$ cat src/rtl/stopwatch_if.sv
// Stopwatch control bundle: button/tick inputs and display/tick-generator outputs.
interface stopwatch_if;
    logic       ss_pulse;
    logic       lr_pulse;
    logic       tick;
    logic       div_en;
    logic       div_clr;
    logic [7:0] disp_min;
    logic [7:0] disp_sec;
    logic [7:0] disp_cs;
    logic       running;
    logic       lap_active;
    logic       overflow;

    // Driver side (buttons, tick generator, display consumer)
    modport master (
        output ss_pulse, lr_pulse, tick,
        input  div_en, div_clr, disp_min, disp_sec, disp_cs,
        input  running, lap_active, overflow
    );

    // Controller side
    modport slave (
        input  ss_pulse, lr_pulse, tick,
        output div_en, div_clr, disp_min, disp_sec, disp_cs,
        output running, lap_active, overflow
    );
endinterface

$ cat src/rtl/stopwatch_ctrl.sv
// Stopwatch control FSM and MM:SS.CC BCD accumulator.
// Optional macro STOPWATCH_SATURATE_EN: saturate at MIN_LIMIT:59.99 with a
// sticky overflow flag instead of wrapping with a one-cycle overflow pulse.
module stopwatch_ctrl #(
    parameter int unsigned MIN_LIMIT = 59
) (
    input  logic           clk,
    input  logic           rst_n,
    stopwatch_if.slave     sw
);

    localparam int unsigned TIME_W = 24;
    localparam logic [7:0] MIN_BCD = {4'(MIN_LIMIT / 10), 4'(MIN_LIMIT % 10)};
    localparam logic [TIME_W-1:0] MAX_VAL = {MIN_BCD, 8'h59, 8'h99};

    typedef enum logic [1:0] {
        IDLE  = 2'd0,
        RUN   = 2'd1,
        LAP   = 2'd2,
        PAUSE = 2'd3
    } state_e;

    state_e            state_q, state_d;
    logic [TIME_W-1:0] live_q, live_d;
    logic [TIME_W-1:0] lap_q, lap_d;
    logic [TIME_W-1:0] disp_q, disp_d;
    logic              div_en_q, div_en_d;
    logic              div_clr_q, div_clr_d;
    logic              running_q, running_d;
    logic              lap_active_q, lap_active_d;
    logic              overflow_q, overflow_d;

    logic [TIME_W-1:0] inc_val;
    logic              at_max;
    logic              cnt_en;

    // BCD +1 with ripple carry through cs, seconds and minutes digits
    always_comb begin : bcd_inc
        logic carry;
        inc_val = live_q;
        carry   = 1'b1;
        if (live_q[3:0] == 4'd9) inc_val[3:0] = 4'd0;
        else begin inc_val[3:0] = live_q[3:0] + 4'd1; carry = 1'b0; end
        if (carry) begin
            if (live_q[7:4] == 4'd9) inc_val[7:4] = 4'd0;
            else begin inc_val[7:4] = live_q[7:4] + 4'd1; carry = 1'b0; end
        end
        if (carry) begin
            if (live_q[11:8] == 4'd9) inc_val[11:8] = 4'd0;
            else begin inc_val[11:8] = live_q[11:8] + 4'd1; carry = 1'b0; end
        end
        if (carry) begin
            if (live_q[15:12] == 4'd5) inc_val[15:12] = 4'd0;
            else begin inc_val[15:12] = live_q[15:12] + 4'd1; carry = 1'b0; end
        end
        if (carry) begin
            if (live_q[19:16] == 4'd9) inc_val[19:16] = 4'd0;
            else begin inc_val[19:16] = live_q[19:16] + 4'd1; carry = 1'b0; end
        end
        if (carry) begin
            if (live_q[23:20] == 4'd9) inc_val[23:20] = 4'd0;
            else inc_val[23:20] = live_q[23:20] + 4'd1;
        end
        at_max = (live_q == MAX_VAL);
    end

    // Next-state, counter, lap capture and output decode
    always_comb begin : next_state
        state_d   = state_q;
        live_d    = live_q;
        lap_d     = lap_q;
        div_clr_d = 1'b0;
`ifdef STOPWATCH_SATURATE_EN
        overflow_d = overflow_q;
`else
        overflow_d = 1'b0;
`endif
        cnt_en = ((state_q == RUN) || (state_q == LAP)) && sw.tick;

        // Tick counted before the FSM decision so lap capture sees the new value
        if (cnt_en) begin
            if (at_max) begin
`ifdef STOPWATCH_SATURATE_EN
                overflow_d = 1'b1;
`else
                live_d     = '0;
                overflow_d = 1'b1;
`endif
            end else begin
                live_d = inc_val;
            end
        end

        // ss has priority over lr in every state
        unique case (state_q)
            IDLE: begin
                if (sw.ss_pulse) begin
                    state_d   = RUN;
                    div_clr_d = 1'b1;
                end
            end
            RUN: begin
                if (sw.ss_pulse) state_d = PAUSE;
                else if (sw.lr_pulse) begin
                    state_d = LAP;
                    lap_d   = live_d;
                end
            end
            LAP: begin
                if (sw.ss_pulse)      state_d = PAUSE;
                else if (sw.lr_pulse) state_d = RUN;
            end
            PAUSE: begin
                if (sw.ss_pulse) state_d = RUN;
                else if (sw.lr_pulse) begin
                    state_d    = IDLE;
                    live_d     = '0;
                    lap_d      = '0;
                    div_clr_d  = 1'b1;
                    overflow_d = 1'b0;
                end
            end
            default: state_d = IDLE;
        endcase

        div_en_d     = (state_d == RUN) || (state_d == LAP);
        running_d    = div_en_d;
        lap_active_d = (state_d == LAP);
        disp_d       = (state_d == LAP) ? lap_d : live_d;
    end

    // State and output registers
    always_ff @(posedge clk or negedge rst_n) begin
        if (!rst_n) begin
            state_q      <= IDLE;
            live_q       <= '0;
            lap_q        <= '0;
            disp_q       <= '0;
            div_en_q     <= 1'b0;
            div_clr_q    <= 1'b0;
            running_q    <= 1'b0;
            lap_active_q <= 1'b0;
            overflow_q   <= 1'b0;
        end else begin
            state_q      <= state_d;
            live_q       <= live_d;
            lap_q        <= lap_d;
            disp_q       <= disp_d;
            div_en_q     <= div_en_d;
            div_clr_q    <= div_clr_d;
            running_q    <= running_d;
            lap_active_q <= lap_active_d;
            overflow_q   <= overflow_d;
        end
    end

    assign sw.div_en     = div_en_q;
    assign sw.div_clr    = div_clr_q;
    assign sw.running    = running_q;
    assign sw.lap_active = lap_active_q;
    assign sw.overflow   = overflow_q;
    assign sw.disp_min   = disp_q[23:16];
    assign sw.disp_sec   = disp_q[15:8];
    assign sw.disp_cs    = disp_q[7:0];

endmodule

$ cat src/flat_wrapper.sv
// flat-port wrapper written by rule: the top's interface ports become plain ports
module stopwatch_ctrl_flat 
#(
    parameter int unsigned MIN_LIMIT = 59
)
  (clk, rst_n, sw_ss_pulse, sw_lr_pulse, sw_tick, sw_div_en, sw_div_clr, sw_disp_min, sw_disp_sec, sw_disp_cs, sw_running, sw_lap_active, sw_overflow);
  stopwatch_if sw_i ();
  input  logic clk;
  input  logic rst_n;
  input wire logic [$bits(sw_i.ss_pulse)-1:0] sw_ss_pulse;
  input wire logic [$bits(sw_i.lr_pulse)-1:0] sw_lr_pulse;
  input wire logic [$bits(sw_i.tick)-1:0] sw_tick;
  output wire logic [$bits(sw_i.div_en)-1:0] sw_div_en;
  output wire logic [$bits(sw_i.div_clr)-1:0] sw_div_clr;
  output wire logic [$bits(sw_i.disp_min)-1:0] sw_disp_min;
  output wire logic [$bits(sw_i.disp_sec)-1:0] sw_disp_sec;
  output wire logic [$bits(sw_i.disp_cs)-1:0] sw_disp_cs;
  output wire logic [$bits(sw_i.running)-1:0] sw_running;
  output wire logic [$bits(sw_i.lap_active)-1:0] sw_lap_active;
  output wire logic [$bits(sw_i.overflow)-1:0] sw_overflow;
  assign sw_i.ss_pulse = sw_ss_pulse;
  assign sw_i.lr_pulse = sw_lr_pulse;
  assign sw_i.tick = sw_tick;
  assign sw_div_en = sw_i.div_en;
  assign sw_div_clr = sw_i.div_clr;
  assign sw_disp_min = sw_i.disp_min;
  assign sw_disp_sec = sw_i.disp_sec;
  assign sw_disp_cs = sw_i.disp_cs;
  assign sw_running = sw_i.running;
  assign sw_lap_active = sw_i.lap_active;
  assign sw_overflow = sw_i.overflow;
  stopwatch_ctrl #(.MIN_LIMIT(MIN_LIMIT)) u_core (.clk(clk), .rst_n(rst_n), .sw(sw_i));
endmodule
$ cat config.mk
export PLATFORM = sky130hd
export DESIGN_NAME = stopwatch_ctrl_flat
export DESIGN_NICKNAME = d
export VERILOG_FILES = /design/src/rtl/stopwatch_if.sv /design/src/rtl/stopwatch_ctrl.sv /design/src/flat_wrapper.sv
export SDC_FILE = /design/constraint.sdc
export NUM_CORES = 1
export LEC_CHECK = 0
export CORE_UTILIZATION = 58
export DETAILED_ROUTE_END_ITERATION = 10
export PLACE_DENSITY = 0.8
export SETUP_SLACK_MARGIN = 0.1
export SLEW_MARGIN = 5
export SYNTH_ARGS = -nofsm -noshare
export SYNTH_HDL_FRONTEND = slang
export SYNTH_SLANG_ARGS = --single-unit
$ cat constraint.sdc
create_clock -name clk -period 3.35 [get_ports clk]
set_input_delay 0.67 -clock clk [delete_from_list [all_inputs] [get_ports clk]]
set_output_delay 0.67 -clock clk [all_outputs]
set_load 0.03 [all_outputs]
[Word level (Yosys, flattened, before mapping)]
Cells that the tools add are included.
Storage, ports and cells
  flip-flop bits (word level): 78
  latch bits: 0
  memory bits (writable): 0
  bits in read-only memories: 0
  memories kept: 0
Cells by class
  add/subtract/negate cells: 6
  multipliers: 0
  divide/modulo/power cells: 0
  magnitude comparators: 0
  eq/ne operators: 12
  shift operators: 0
  mux-type cells: 48
  bitwise operators: 0
  reductions and logical operators: 4
Operators with widths (number)
  24-bit two-way mux: 10
  24-bit case mux with 2 select lines: 1
  4-bit two-way mux: 11
  4-bit by 1-bit adder with 4-bit output, second input constant: 6
  24-bit by 23-bit equality test with 1-bit output, second input constant: 1
  4-bit equality test, second input constant: 5
  1-bit two-way mux: 17
  2-bit two-way mux: 7
  2-bit case mux with 4 select lines: 1
  2-bit equality test, second input constant: 3
  2-bit by 1-bit equality test with 1-bit output, second input constant: 2
  4-bit by 3-bit equality test with 1-bit output, second input constant: 1
  2-bit logical NOT: 1
  1-bit logical OR: 2
  1-bit case mux with 2 select lines: 1
  1-bit logical AND: 1

[Logic depth before layout (Yosys ltp)]
  word-level depth: 13
  gate-level depth with buffers: 13

[Worst setup path after synthesis]
OpenSTA, ideal clock, no wires.
  kind: input -> register
  start point: input sw_ss_pulse
  end point: register u_core.disp_q[0]
  arrival time: 2.277 ns
  setup slack: 0.948 ns
  cell stages on the path: 10
  cells stage by stage: buf_4 -> inv_1 -> a211oi_1 -> nor2_1 -> o211ai_1 -> o31ai_1 -> ha_1 -> inv_1 -> clkbuf_8 -> mux2_2
Between the ends
  word-level cells in the longest chain between the ends: 4
RTL lines
  start, declared: line flat_wrapper.sv:10  | input wire logic [$bits(sw_i.ss_pulse)-1:0] sw_ss_pulse;
  2-bit two-way mux, on equally long branches
  2-bit case mux with 4 select lines (*): line stopwatch_ctrl.sv:95  | unique case (state_q)
  via u_core.state_d[1]: line stopwatch_ctrl.sv:23  | state_e state_q, state_d;
  2-bit equality test (*)
  via u_core.lap_active_d: line stopwatch_ctrl.sv:30  | logic lap_active_q, lap_active_d;
  24-bit two-way mux (*): line stopwatch_ctrl.sv:129  | disp_d = (state_d == LAP) ? lap_d : live_d;
  via u_core.disp_d[0]: line stopwatch_ctrl.sv:26  | logic [TIME_W-1:0] disp_q, disp_d;
  end signal, assigned: line stopwatch_ctrl.sv:148  | disp_q <= disp_d;
  end, declared: line stopwatch_ctrl.sv:26
Mark *: on every way through the listed nets, which the timed path passes. The rest lies on a longest branch.

[Final worst setup path]
  start point: register u_core.state_q[1]
  end point: register u_core.disp_q[9]
RTL lines
  start, declared: line stopwatch_ctrl.sv:23
  start signal, assigned: line stopwatch_ctrl.sv:145  | state_q <= state_d;
  2-bit two-way mux, on equally long branches: line stopwatch_ctrl.sv:115, stopwatch_ctrl.sv:104, stopwatch_ctrl.sv:111
  2-bit two-way mux, on equally long branches: line stopwatch_ctrl.sv:114, stopwatch_ctrl.sv:103, stopwatch_ctrl.sv:110
  2-bit case mux with 4 select lines (*): line stopwatch_ctrl.sv:95
  via u_core.state_d[1]: line stopwatch_ctrl.sv:23
  2-bit equality test (*)
  via u_core.lap_active_d: line stopwatch_ctrl.sv:30
  24-bit two-way mux (*): line stopwatch_ctrl.sv:129
  via u_core.disp_d[9]: line stopwatch_ctrl.sv:26
Marks and branches as above.

==> impl_metrics.tcl <==
set metrics [dict create \
    end_kind "register" \
    startpoint_type "register" \
    crit_family "compound AO/OA/AOI/OAI gates" \
    die-area_um2 7070 \
    finalHoldViolations 0 \
    clock_skew_ns 0.0109 \
    drive_above_1_share 0.113 \
    cp.required_ns 3.52 \
    cts_buffer_depth 2 \
    status "complete, but fails checks" \
    peakVddDrop_mv 0.632 \
    ys_ff_latch 78 \
    drtIter0Drc 242 \
    slew-limit-headroom 0.363 \
    cp.arrival_ns 3.11 \
    vias_per_cell 6.17 \
    reg2reg_to "u_core.disp_q[9]" \
    drv_slew 0 \
    syn-num-nets 405 \
    crit_cells 10 \
    syn_inst 384 \
    crit_path_cell_trace "inv_1 -> ha_1 -> a211oi_1 -> nor2_1 -> o211ai_1 -> o31ai_1 -> ha_1 -> nor2_1 -> a21oi_1 -> o22ai_1" \
    dp_hpwl_um 6030 \
    cts-root-buf "clkbuf_8" \
    drtAntennaViolNets 0 \
    ios 34 \
    path_clk_slew_ns 0.08 \
    synth-edff-count 0 \
    synthSimpleGateAreaFrac 0.201 \
    pwr_density_cell_nw_per_um2 749 \
    row_count 29 \
    hold_ws_ns 0.461 \
    nets 440 \
    cts_setup_buffers 0 \
    ff2ff_setup_slack_ns 0.41 \
    fin_crit_sh 0.879 \
    grtUsageTotal 0.282 \
    synth_top_family_by_area "simple AND/OR/NAND/NOR gates" \
    drc 12 \
    fp.dieH_um 84.1 \
    syn_to_final_growth_pct 15.7 \
    grt_max_degree 79 \
    max-cap-violations 0 \
    vias 3087 \
    worst_r2r_path_depth 10 \
    fmax_mhz 340 \
    muxShareOfSynthArea 0.0403 \
    wirelength_um 8960 \
    regToRegStartpoint "u_core.state_q[1]" \
    wl_per_cell_um 17.9 \
    critical_path_class "reg2reg" \
    rsz0062_at_grt "false" \
    antennaDiodeCount 0 \
    crit_start "u_core.state_q[1]" \
    initial_core_util 0.608 \
    syn_area_um2 3910 \
    synth_compound_area_frac 0.155 \
    fillers 502 \
    port_buffers 33 \
    cts_tree "built" \
    violations "DRC" \
    setup_viol 0 \
    ys.warnings.count 0 \
    post_cts_resized 0 \
    clk-insertion-delay-late_ns 0.36 \
    cts-htree-levels 3 \
    die_x_um 84.1 \
    p_total_mw 3.39 \
    synthXorXnorAreaFrac 0.00448 \
    firstDrtPassIters 8 \
    grt_overflow_total 0 \
    yosysSeqAreaShare 0.500 \
    critPathMaxFanout 11 \
    grt_antenna_before_repair 0 \
    worst_pin_slew_ns 0.955 \
    grt_pass1_vias 3052 \
    ys.flop_type "dfrtp_1" \
    cp_num_buf_inv 1 \
    grt_pass1_wl_um 15300 \
    synth.distinct_cells 62 \
    syn-mean-instance-area_um2 10.2 \
    leakagePower_nw 2.13 \
    cts.sinks 78 \
    slowest_delay_ns 0.56 \
    gp_congestion 0.824 \
    crit_slowest_cell "a21oi_1" \
    tns_ns 0 \
    hold_buffers 0 \
    async_flop_share 1.00 \
    synthAdderAreaFrac 0.0512 \
    crit_path_end "u_core.disp_q[9]" \
    numCtsBuffers 9 \
    fin_crit_ns 2.94 \
    hold_path_class "in2async" \
    core-area_um2 6420 \
]
## synthesized netlist by cell type (2+ instances only)
library cell,instances,area share
o21bai_1,2,0.0038
and3b_1,3,0.0067
a211o_1,2,0.0045
o21ai_0,35,0.045
a211oi_1,2,0.0038
and2_1,10,0.016
o211ai_1,3,0.0058
clkbuf_1,5,0.0048
nand2_1,42,0.040
nor2b_1,3,0.0048
o21ai_1,2,0.0026
nor3_1,4,0.0051
nand2b_1,3,0.0048
o31ai_1,4,0.0077
nor4_4,2,0.011
ha_1,16,0.051
a21o_1,2,0.0038
buf_4,3,0.0058
nand3_1,8,0.010
nor4_1,5,0.0080
nand3b_4,2,0.010
and3b_2,2,0.0051
a22o_1,9,0.020
a21oi_1,18,0.023
clkbuf_8,3,0.011
and3_1,2,0.0032
dfrtp_1,78,0.50
mux2i_1,9,0.023
nand4_1,5,0.0080
mux2_2,6,0.017
o22ai_1,2,0.0032
inv_1,17,0.016
buf_2,5,0.0064
nor2_1,42,0.040
## worst reg2reg max path, stage by stage (launching register included)
cell      delay [ns]
dfrtp_1         0.43
inv_1           0.12
ha_1            0.38
a211oi_1        0.12
nor2_1          0.12
o211ai_1        0.11
o31ai_1         0.12
ha_1            0.41
nor2_1          0.14
a21oi_1         0.56
o22ai_1         0.24
## registers in the layout (all words and copies together) (netlist names)
signal / flops
u_core.disp_q: 24
u_core.lap_q: 24
u_core.live_q: 24
u_core.state_q: 2
u_core.sw.div_clr: 1
u_core.sw.div_en: 1
u_core.sw.lap_active: 1
u_core.sw.overflow: 1
## where the power goes
| part | total [mW] | leakage [nW] | internal (mW) | switching, mW |
|---|---|---|---|---|
| logic | 1.25 | 0.958 | 0.480 | 0.775 |
| registers | 1.27 | 1.05 | 1.13 | 0.139 |
| clock network | 0.865 | 0.123 | 0.514 | 0.352 |
## placed cells by master (no fill, tap or decap), types with 10 or more instances in the layout
cell type / synthesis / layout
inv_1: 17 / 17
clkbuf_8: 3 / 10
a21oi_1: 18 / 18
dfrtp_1: 78 / 78
o21ai_0: 35 / 35
buf_4: 3 / 10
clkdlybuf4s50_1: 0 / 32
nand2_1: 42 / 42
ha_1: 16 / 16
and2_1: 10 / 10
nor2_1: 42 / 42
## worst min path at each step
stage | endpoint | slack, ns | depth (start not counted)
2_1_floorplan | u_core.disp_q[0] | 0.37 | 0
3_3_place_gp | u_core.lap_q[13] | 0.46 | 2
4_1_cts | u_core.lap_q[15] | 0.49 | 2
3_5_place_dp | u_core.lap_q[15] | 0.47 | 2
6_report | u_core.live_q[23] | 0.46 | 1
5_1_grt | u_core.lap_q[13] | 0.52 | 2
## routing by layer
| metal | global-route usage | up-vias | part of all wire |
|---|---|---|---|
| met3 | 0.0673 | 22 | 0.061 |
| li1 | - | 1415 | - |
| met2 | 0.441 | 124 | 0.48 |
| met5 | 0 | - | 0 |
| met4 | 0.0987 | 0 | 0.025 |
| met1 | 0.387 | 1526 | 0.43 |
## metrics by stage
step                       util  instances  cell area (um2)  setup slack [ns]
after global placement    0.666        485             4280             0.337
final                     0.704        500             4520             0.405
after global routing      0.704        500             4520             0.365
after detailed placement  0.666        485             4280             0.161
after floorplan               -        384             3910             0.948
after CTS                 0.704        500             4520             0.514
## cells by family (layout without fill, tap and decap cells)
family	count (synthesis)	after routing
and+or+nand+nor	144	144
adders and majority gates	16	16
muxes	15	15
xor gates and xnor gates	2	2
AOI/OAI and AO/OA	94	94
DFF	78	78
buffers and inverters	35	74
## layout make-up
type | count | area [um2] | area share
multi-input combinational | 271 | 1770 | 0.391
inverter | 17 | 63.8 | 0.0141
clock buffer | 10 | 138 | 0.0304
clock inverter | 5 | 108 | 0.0238
timing repair buffer | 42 | 395 | 0.0874
sequential | 78 | 1950 | 0.432
tap | 77 | 96.3 | 0.0213
Power figures use the tool's default switching activity.
